[src/rtl/mem_access_stage_pkg.sv]
// mem_access_stage_pkg: shared MEM-stage control-bit indices and FSM state encoding
package mem_access_stage_pkg;
    localparam int MEMREAD  = 1;
    localparam int MEMWRITE = 0;
    localparam int REGWRITE = 1;
    localparam int MEMTOREG = 0;
    typedef enum logic {IDLE = 1'b0, BUSY = 1'b1} state_t;
endpackage

[src/rtl/mem_access_stage_counter.sv]
// mem_timeout_counter: counts BUSY cycles without ack, flags the last allowed cycle
// Ports: clk, reset (sync, active-high), clear (zero count), enable (increment),
//        terminal (count == TIMEOUT-1)
import mem_access_stage_pkg::*;
module mem_timeout_counter #(
    parameter int TIMEOUT = 255,
    parameter int CNT_W   = 8
) (
    input  logic clk,
    input  logic reset,
    input  logic clear,
    input  logic enable,
    output logic terminal
);
    logic [CNT_W-1:0] count;
    always_ff @(posedge clk) begin
        if (reset || clear) count <= '0;
        else if (enable) count <= count + 1'b1;
    end
    assign terminal = (count == CNT_W'(TIMEOUT - 1));
endmodule

[src/rtl/mem_access_stage.sv]
// mem_access_stage: MEM-stage load/store engine on a req/ack data bus with stall, fault and timeout
// Ports: EX/MEM inputs (M_control_in, WB_control_in, ALU_out_in, data_write_in, rw_in),
//        stall to upstream, registered dmem_req/we/addr/wdata bus outputs with dmem_ack/rdata,
//        registered MEM/WB outputs (WB_control_out, ALU_out_out, mem_data_out, rw_out), bus_error pulse
import mem_access_stage_pkg::*;
module mem_access_stage #(
    parameter int TIMEOUT = 255,
    parameter int CNT_W   = 8
) (
    input  logic        clk,
    input  logic        reset,
    input  logic [1:0]  M_control_in,
    input  logic [1:0]  WB_control_in,
    input  logic [31:0] ALU_out_in,
    input  logic [31:0] data_write_in,
    input  logic [4:0]  rw_in,
    output logic        stall,
    output logic        dmem_req,
    output logic        dmem_we,
    output logic [31:0] dmem_addr,
    output logic [31:0] dmem_wdata,
    input  logic        dmem_ack,
    input  logic [31:0] dmem_rdata,
    output logic [1:0]  WB_control_out,
    output logic [31:0] ALU_out_out,
    output logic [31:0] mem_data_out,
    output logic [4:0]  rw_out,
    output logic        bus_error
);
    state_t state, state_n;
    logic access, fault, start, ack, abort, terminal;
    assign access = |M_control_in;
    assign fault  = &M_control_in || (access && |ALU_out_in[1:0]);
    assign start  = (state == IDLE) && access && !fault;
    assign ack    = (state == BUSY) && dmem_ack;
    assign abort  = (state == BUSY) && !dmem_ack && terminal;
    // the abort cycle releases the pipeline so the bubbled instruction leaves with the error
    assign stall  = !reset && (start || ((state == BUSY) && !dmem_ack && !terminal));

    mem_timeout_counter #(.TIMEOUT(TIMEOUT), .CNT_W(CNT_W)) u_timeout (
        .clk      (clk),
        .reset    (reset),
        .clear    (state == IDLE),
        .enable   ((state == BUSY) && !dmem_ack),
        .terminal (terminal)
    );

    always_comb begin
        state_n = start ? BUSY : (ack || abort) ? IDLE : state;
    end

    always_ff @(posedge clk) begin
        if (reset) begin
            state          <= IDLE;
            dmem_req       <= 1'b0;
            dmem_we        <= 1'b0;
            dmem_addr      <= '0;
            dmem_wdata     <= '0;
            WB_control_out <= '0;
            ALU_out_out    <= '0;
            mem_data_out   <= '0;
            rw_out         <= '0;
            bus_error      <= 1'b0;
        end else begin
            state     <= state_n;
            bus_error <= ((state == IDLE) && fault) || abort;
            if (start) begin
                dmem_req   <= 1'b1;
                dmem_we    <= M_control_in[MEMWRITE];
                dmem_addr  <= {ALU_out_in[31:2], 2'b00};
                dmem_wdata <= data_write_in;
            end else if (ack || abort) begin
                dmem_req <= 1'b0;
            end
            // only a clean ALU op or a completed access commits; everything else is a bubble
            WB_control_out <= (((state == IDLE) && !access) || ack) ? WB_control_in : '0;
            if ((state == IDLE) || ack) begin
                ALU_out_out <= ALU_out_in;
                rw_out      <= rw_in;
            end
            mem_data_out <= (ack && !dmem_we) ? dmem_rdata : '0;
        end
    end
endmodule

[config.mk]
export PLATFORM = sky130hd
export DESIGN_NAME = mem_access_stage
export DESIGN_NICKNAME = d
export VERILOG_FILES = /design/src/rtl/mem_access_stage_pkg.sv /design/src/rtl/mem_access_stage_counter.sv /design/src/rtl/mem_access_stage.sv
export SDC_FILE = /design/constraint.sdc
export NUM_CORES = 1
export LEC_CHECK = 0
export CAP_MARGIN = 20
export CORE_MARGIN = 1
export CORE_UTILIZATION = 44
export DETAILED_ROUTE_END_ITERATION = 16
export GPL_TIMING_DRIVEN = 0
export MAX_ROUTING_LAYER = met4
export PLACE_DENSITY = 0.86
export SLEW_MARGIN = 25
export SYNTH_ARGS = -nofsm -noshare
export SYNTH_HDL_FRONTEND = slang
export SYNTH_SLANG_ARGS = --single-unit
[constraint.sdc]
create_clock -name clk -period 4.58 [get_ports clk]
set_input_delay 0.916 -clock clk [delete_from_list [all_inputs] [get_ports clk]]
set_output_delay 0.916 -clock clk [all_outputs]
set_load 0.005 [all_outputs]
# --- After elaboration in Yosys (flattened, before gate mapping) ---
# Index checks and enable logic that the tools add are counted.
classes:
  n_addsub: 1
  eq_ne: 1
  muxes: 2
  bitwise: 3
  n_reduce_logical: 30
op_table:
  columns: ["op", "count"]
  rows:
  - ["1-bit logical AND", 11]
  - ["8-bit by 1-bit adder with 8-bit output (second input constant)", 1]
  - ["8-bit equality test (second input constant)", 1]
  - ["2-bit OR reduction", 4]
  - ["1-bit logical OR", 7]
  - ["1-bit logical NOT", 6]
  - ["1-bit inverter", 3]
  - ["1-bit two-way mux", 2]
  - ["2-bit AND reduction", 1]
  - ["2-bit nonzero test", 1]
word_totals:
  ff_bits: 144
  input_bits: 108
  output_inout_bits: 139
  elab_cells: 47

# --- Logic depth before layout (Yosys ltp) ---
logic_depth:
  word_depth: 7
  depth_mapped: 6
  depth_no_buf: 5

# --- Hierarchy ---
# Synthesis repeated with hierarchy kept, for this count alone.
unflattened:
  cells_unflattened: 568
  area_unflattened_um2: 5515.3
modules_own_cells:
  columns: ["module", "n_inst", "cells_each", "area_each_um2", "seq_area_each_um2"]
  rows:
  - ["mem_access_stage", 1, 526, 5146.2, 2722.6]
  - ["mem_timeout_counter", 1, 42, 369.1, 160.2]

# --- Worst setup path after synthesis ---
# No wires, ideal clock.
synth_timing:
  path_type: "in2out"
  start: "input port ALU_out_in[0]"
  end: "output port stall"
  arrival_time_ns: 1.731
  required_time_ns: 3.664
  path_slack_ns: 1.933
  stages: 4
  n_path_buf: 1
  path_cell_list: "nor3_2 buf_2 nand2_1 a21oi_1"
synth_via:
  elab_chain_cells: 7
synth_rtl:
  columns: ["item", "line", "text"]
  rows:
  - ["start: declaration", "mem_access_stage.sv:14", "input logic [31:0] ALU_out_in,"]
  - ["2-bit OR reduction", "mem_access_stage.sv:33", "assign fault = &M_control_in || (access && |ALU_out_in[1:0]);"]
  - ["1-bit logical AND", "mem_access_stage.sv:33", null]
  - ["1-bit logical OR", "mem_access_stage.sv:33", null]
  - ["1-bit logical NOT", "mem_access_stage.sv:34", "assign start = (state == IDLE) && access && !fault;"]
  - ["1-bit logical AND", "mem_access_stage.sv:34", null]
  - ["1-bit logical OR", "mem_access_stage.sv:38", "assign stall = !reset && (start || ((state == BUSY) && !dmem_ack && !terminal));"]
  - ["1-bit logical AND", "mem_access_stage.sv:38", null]
  - ["end: declaration", "mem_access_stage.sv:17", "output logic stall,"]
# Every way passes these cells.

# --- Final worst setup path ---
# Same ends and word-level chain as after synthesis.

==> impl_metrics.env <==
export IMPL_drt_iter0_markers=380
export IMPL_slew_violations=0
export IMPL_start_kind="input port"
export IMPL_start_util_pct=45.1
export IMPL_tightest_slew_ps=834
export IMPL_grt_overflow_total=0
export IMPL_path_cells="clkdlybuf4s50_1 -> nor3_2 -> buf_2 -> nand2_1 -> a21oi_1 -> clkdlybuf4s50_1"
export IMPL_grt_pass1_wl_um=23800
export IMPL_die_area_um2=12100
export IMPL_fin_nets=958
export IMPL_die_x_um=110
export IMPL_criticalPathCategory="in2out"
export IMPL_crit_start="ALU_out_in[0]"
export IMPL_endpoint_kind="output pin"
export IMPL_track_usage_pct=26.9
export IMPL_cts_buffers=17
export IMPL_min_period_ps=4160
export IMPL_finClkSkew_ps=17.8
export IMPL_grt_pass1_vias=4989
export IMPL_clk_pin_slew_ps=50
export IMPL_netlist_top_cells_count="dfxtp_1, a21oi_1, nand2_1, nand3_1, o21ai_0"
export IMPL_die_h_um=110
export IMPL_cts_root_buf="clkbuf_16"
export IMPL_relSlewSlack_pct=44.0
export IMPL_vdd_drop_max_uv=257
export IMPL_critPathArrivalTime_ps=3240
export IMPL_ant_nets=0
export IMPL_status="finished clean"
export IMPL_slowest_stage="nor3_2"
export IMPL_rows=39
export IMPL_drc=0
export IMPL_wire_per_inst_um=16.0
export IMPL_cp_top_family="buffers and inverters"
export IMPL_setup_viol=0
export IMPL_cts_tree="built"
export IMPL_dr_pass1_iters=5
export IMPL_synth_top_area_cell="dfxtp_1"
export IMPL_antennaDiodeCount=0
export IMPL_yosysMostFrequentCell="dfxtp_1"
export IMPL_drive_gt1_share_pct=6.40
export IMPL_insertion_delay_ps=420
export IMPL_setup_slack_ps=422
export IMPL_clock_sinks=144
export IMPL_async_flop_share_pct=0
export IMPL_max_cap_viol_count=0
export IMPL_reg2regPathDepth=5
export IMPL_avgSynthCellArea_um2=8.75
export IMPL_synth_area_leaders="dfxtp_1, a21oi_1, nand3_1, o21ai_0, nand2_1"
export IMPL_synth_top_area_share_pct=56.2
export IMPL_r2r_start="dmem_req$_SDFFE_PP0P_"
export IMPL_cts_resized=0
export IMPL_crit_end="stall"
export IMPL_leakage_nw=3.06
export IMPL_p_per_area_nw_per_um2=365
export IMPL_ys_seq_area_share_pct=56.2
export IMPL_cp_required_ps=3660
export IMPL_fmax_ghz=0.240
export IMPL_finalCritPeriodShare_pct=90.8
export IMPL_fin_tns_setup_ps=0
export IMPL_critical_path_depth=6
export IMPL_grt_setup_unrepaired="false"
export IMPL_synth_seq_cells=144
export IMPL_stdcell_count=1002
export IMPL_dp_cells=972
export IMPL_syn_inst=586
export IMPL_utilization_pct=73.1
export IMPL_cpPeakStageDelay_ps=660
export IMPL_cts_setup_buffers=0
export IMPL_yosys_warnings=0
export IMPL_path_buf_inv=3
export IMPL_post_dp_hpwl_um=11700
export IMPL_nFillCells=840
export IMPL_pin_count=247
export IMPL_grt_start_max_net_pins=17
export IMPL_crit_path_max_fanout=10
export IMPL_reg2reg_slack_ps=2720
export IMPL_crit_top_cell="clkdlybuf4s50_1"
export IMPL_gp_congestion=0.837
export IMPL_core_um2=11400
export IMPL_synth_top_flop_cell="dfxtp_1"
export IMPL_synth_distinct_cells=34
export IMPL_htreeDepth=4
export IMPL_antenna_found_initial=0
export IMPL_rr_endpoint="dmem_wdata[26]$_SDFFE_PP0P_"
export IMPL_hp_class="reg2reg"
export IMPL_io_buffers=242
export IMPL_synth_edf_count=0
export IMPL_hold_viol=0
export IMPL_clk_path_buf_depth=2
export IMPL_ctsHoldBuffers=0
export IMPL_syn_area_um2=5130
export IMPL_via_per_inst=5.28
export IMPL_pre_cts_slack_ps=458
export IMPL_vias=5294
export IMPL_area_delta_synth_final_pct=62.2
export IMPL_wl_um=16000
==> flip-flops by register name, indices dropped and copies added, names as in the netlist <==
signal           count
u_timeout.count      8
dmem_addr           30
mem_data_out        32
bus_error            1
dmem_we              1
dmem_req             1
ALU_out_out         32
dmem_wdata          32
WB_control_out       2
rw_out               5
==> power by group <==
part / switching (W) / total [W] / leakage [nW] / internal [W]
logic: 0.000159 / 0.000364 / 1.59 / 0.000205
registers: 0.0000226 / 0.00132 / 1.18 / 0.00130
clock network: 0.000488 / 0.00135 / 0.292 / 0.000864
total: 0.000669 / 0.00304 / 3.06 / 0.00237
==> worst register-to-register path: cells and delay by family (launching register included) <==
| family | cells | cell delay [ps] |
|---|---|---|
| DFF | 1 | 300 |
| buffers and inverters | 2 | 520 |
| and+or+nand+nor | 2 | 780 |
| AOI/OAI and AO/OA | 1 | 160 |
==> worst min path at each step <==
stage | startpoint | depth (start not counted) | to
detailed placement | ALU_out_out[27]$_SDFFE_PP0P_ | 2 | ALU_out_out[27]$_SDFFE_PP0P_
finish | ALU_out_out[19]$_SDFFE_PP0P_ | 2 | ALU_out_out[19]$_SDFFE_PP0P_
global placement | ALU_out_out[30]$_SDFFE_PP0P_ | 2 | ALU_out_out[30]$_SDFFE_PP0P_
floorplan | ALU_out_out[0]$_SDFFE_PP0P_ | 2 | ALU_out_out[0]$_SDFFE_PP0P_
CTS | ALU_out_out[14]$_SDFFE_PP0P_ | 2 | ALU_out_out[14]$_SDFFE_PP0P_
global route | ALU_out_out[19]$_SDFFE_PP0P_ | 2 | ALU_out_out[19]$_SDFFE_PP0P_
==> final cells by class <==
class                   instances  area, um2  share of cell area, %
flip-flops and latches        144       2880                   34.7
repair buffers                242       2420                   29.1
multi-input cells             387       1970                   23.6
clock buffers                  24        502                   6.03
plain buffers                  54        275                   3.31
well taps                     143        179                   2.15
clock inverters                 6       80.1                  0.963
inverters                       2       7.51                 0.0903
==> metrics by stage <==
stage / area, um2 / hold WS [ps] / total power (W)
floorplan: 5130 / 448 / 0.00148
global placement: 7730 / 439 / 0.00170
detailed placement: 7730 / 446 / 0.00171
CTS: 8310 / 455 / 0.00306
global route: 8310 / 467 / 0.00315
finish: 8310 / 454 / 0.00304
==> per-layer routing <==
metal  track usage [%]  vias to the layer above  share of wire (%)  wire, um
met3              7.23                       43                7.2      1150
met5                 -                        -                  0         0
met1              29.4                     2481                 40      6350
met4              11.6                        0                2.3       370
met2              46.0                      250                 51      8160
li1                  -                     2520                  -         -
==> cell families (layout without fill, tap and decap cells) <==
| family | after synthesis | count (layout) | share of synthesized area [%] |
|---|---|---|---|
| adders and majority gates | 2 | 2 | 0.488 |
| AOI/OAI and AO/OA | 182 | 182 | 18.0 |
| and+or+nand+nor | 197 | 197 | 18.9 |
| DFF | 144 | 144 | 56.2 |
| other | 1 | 2 | 0.0731 |
| buffers and inverters | 56 | 328 | 5.51 |
| xor gates and xnor gates | 4 | 4 | 0.830 |
==> placed cells by master (no fill, tap or decap), drive strengths merged <==
| cell | instances |
|---|---|
| clkdlybuf4s50 | 242 |
| dfxtp | 144 |
| a21oi | 110 |
| nand2 | 77 |
| o21ai | 68 |
| nand3 | 66 |
| clkbuf | 57 |
| and2 | 34 |
| buf | 21 |
| or3 | 6 |
| nor2 | 4 |
| clkinv | 4 |
| o31ai | 3 |
| xor2 | 3 |
| inv | 2 |
| nand2b | 2 |
| or4 | 2 |
| ha | 2 |
| conb | 2 |
| bufinv | 2 |
| nor3 | 1 |
| nand4 | 1 |
| nor2b | 1 |
| nor3b | 1 |
| xnor2 | 1 |
| nand4b | 1 |
| nand3b | 1 |
| a21o | 1 |
No activity file was read; power rests on OpenSTA's default activity.
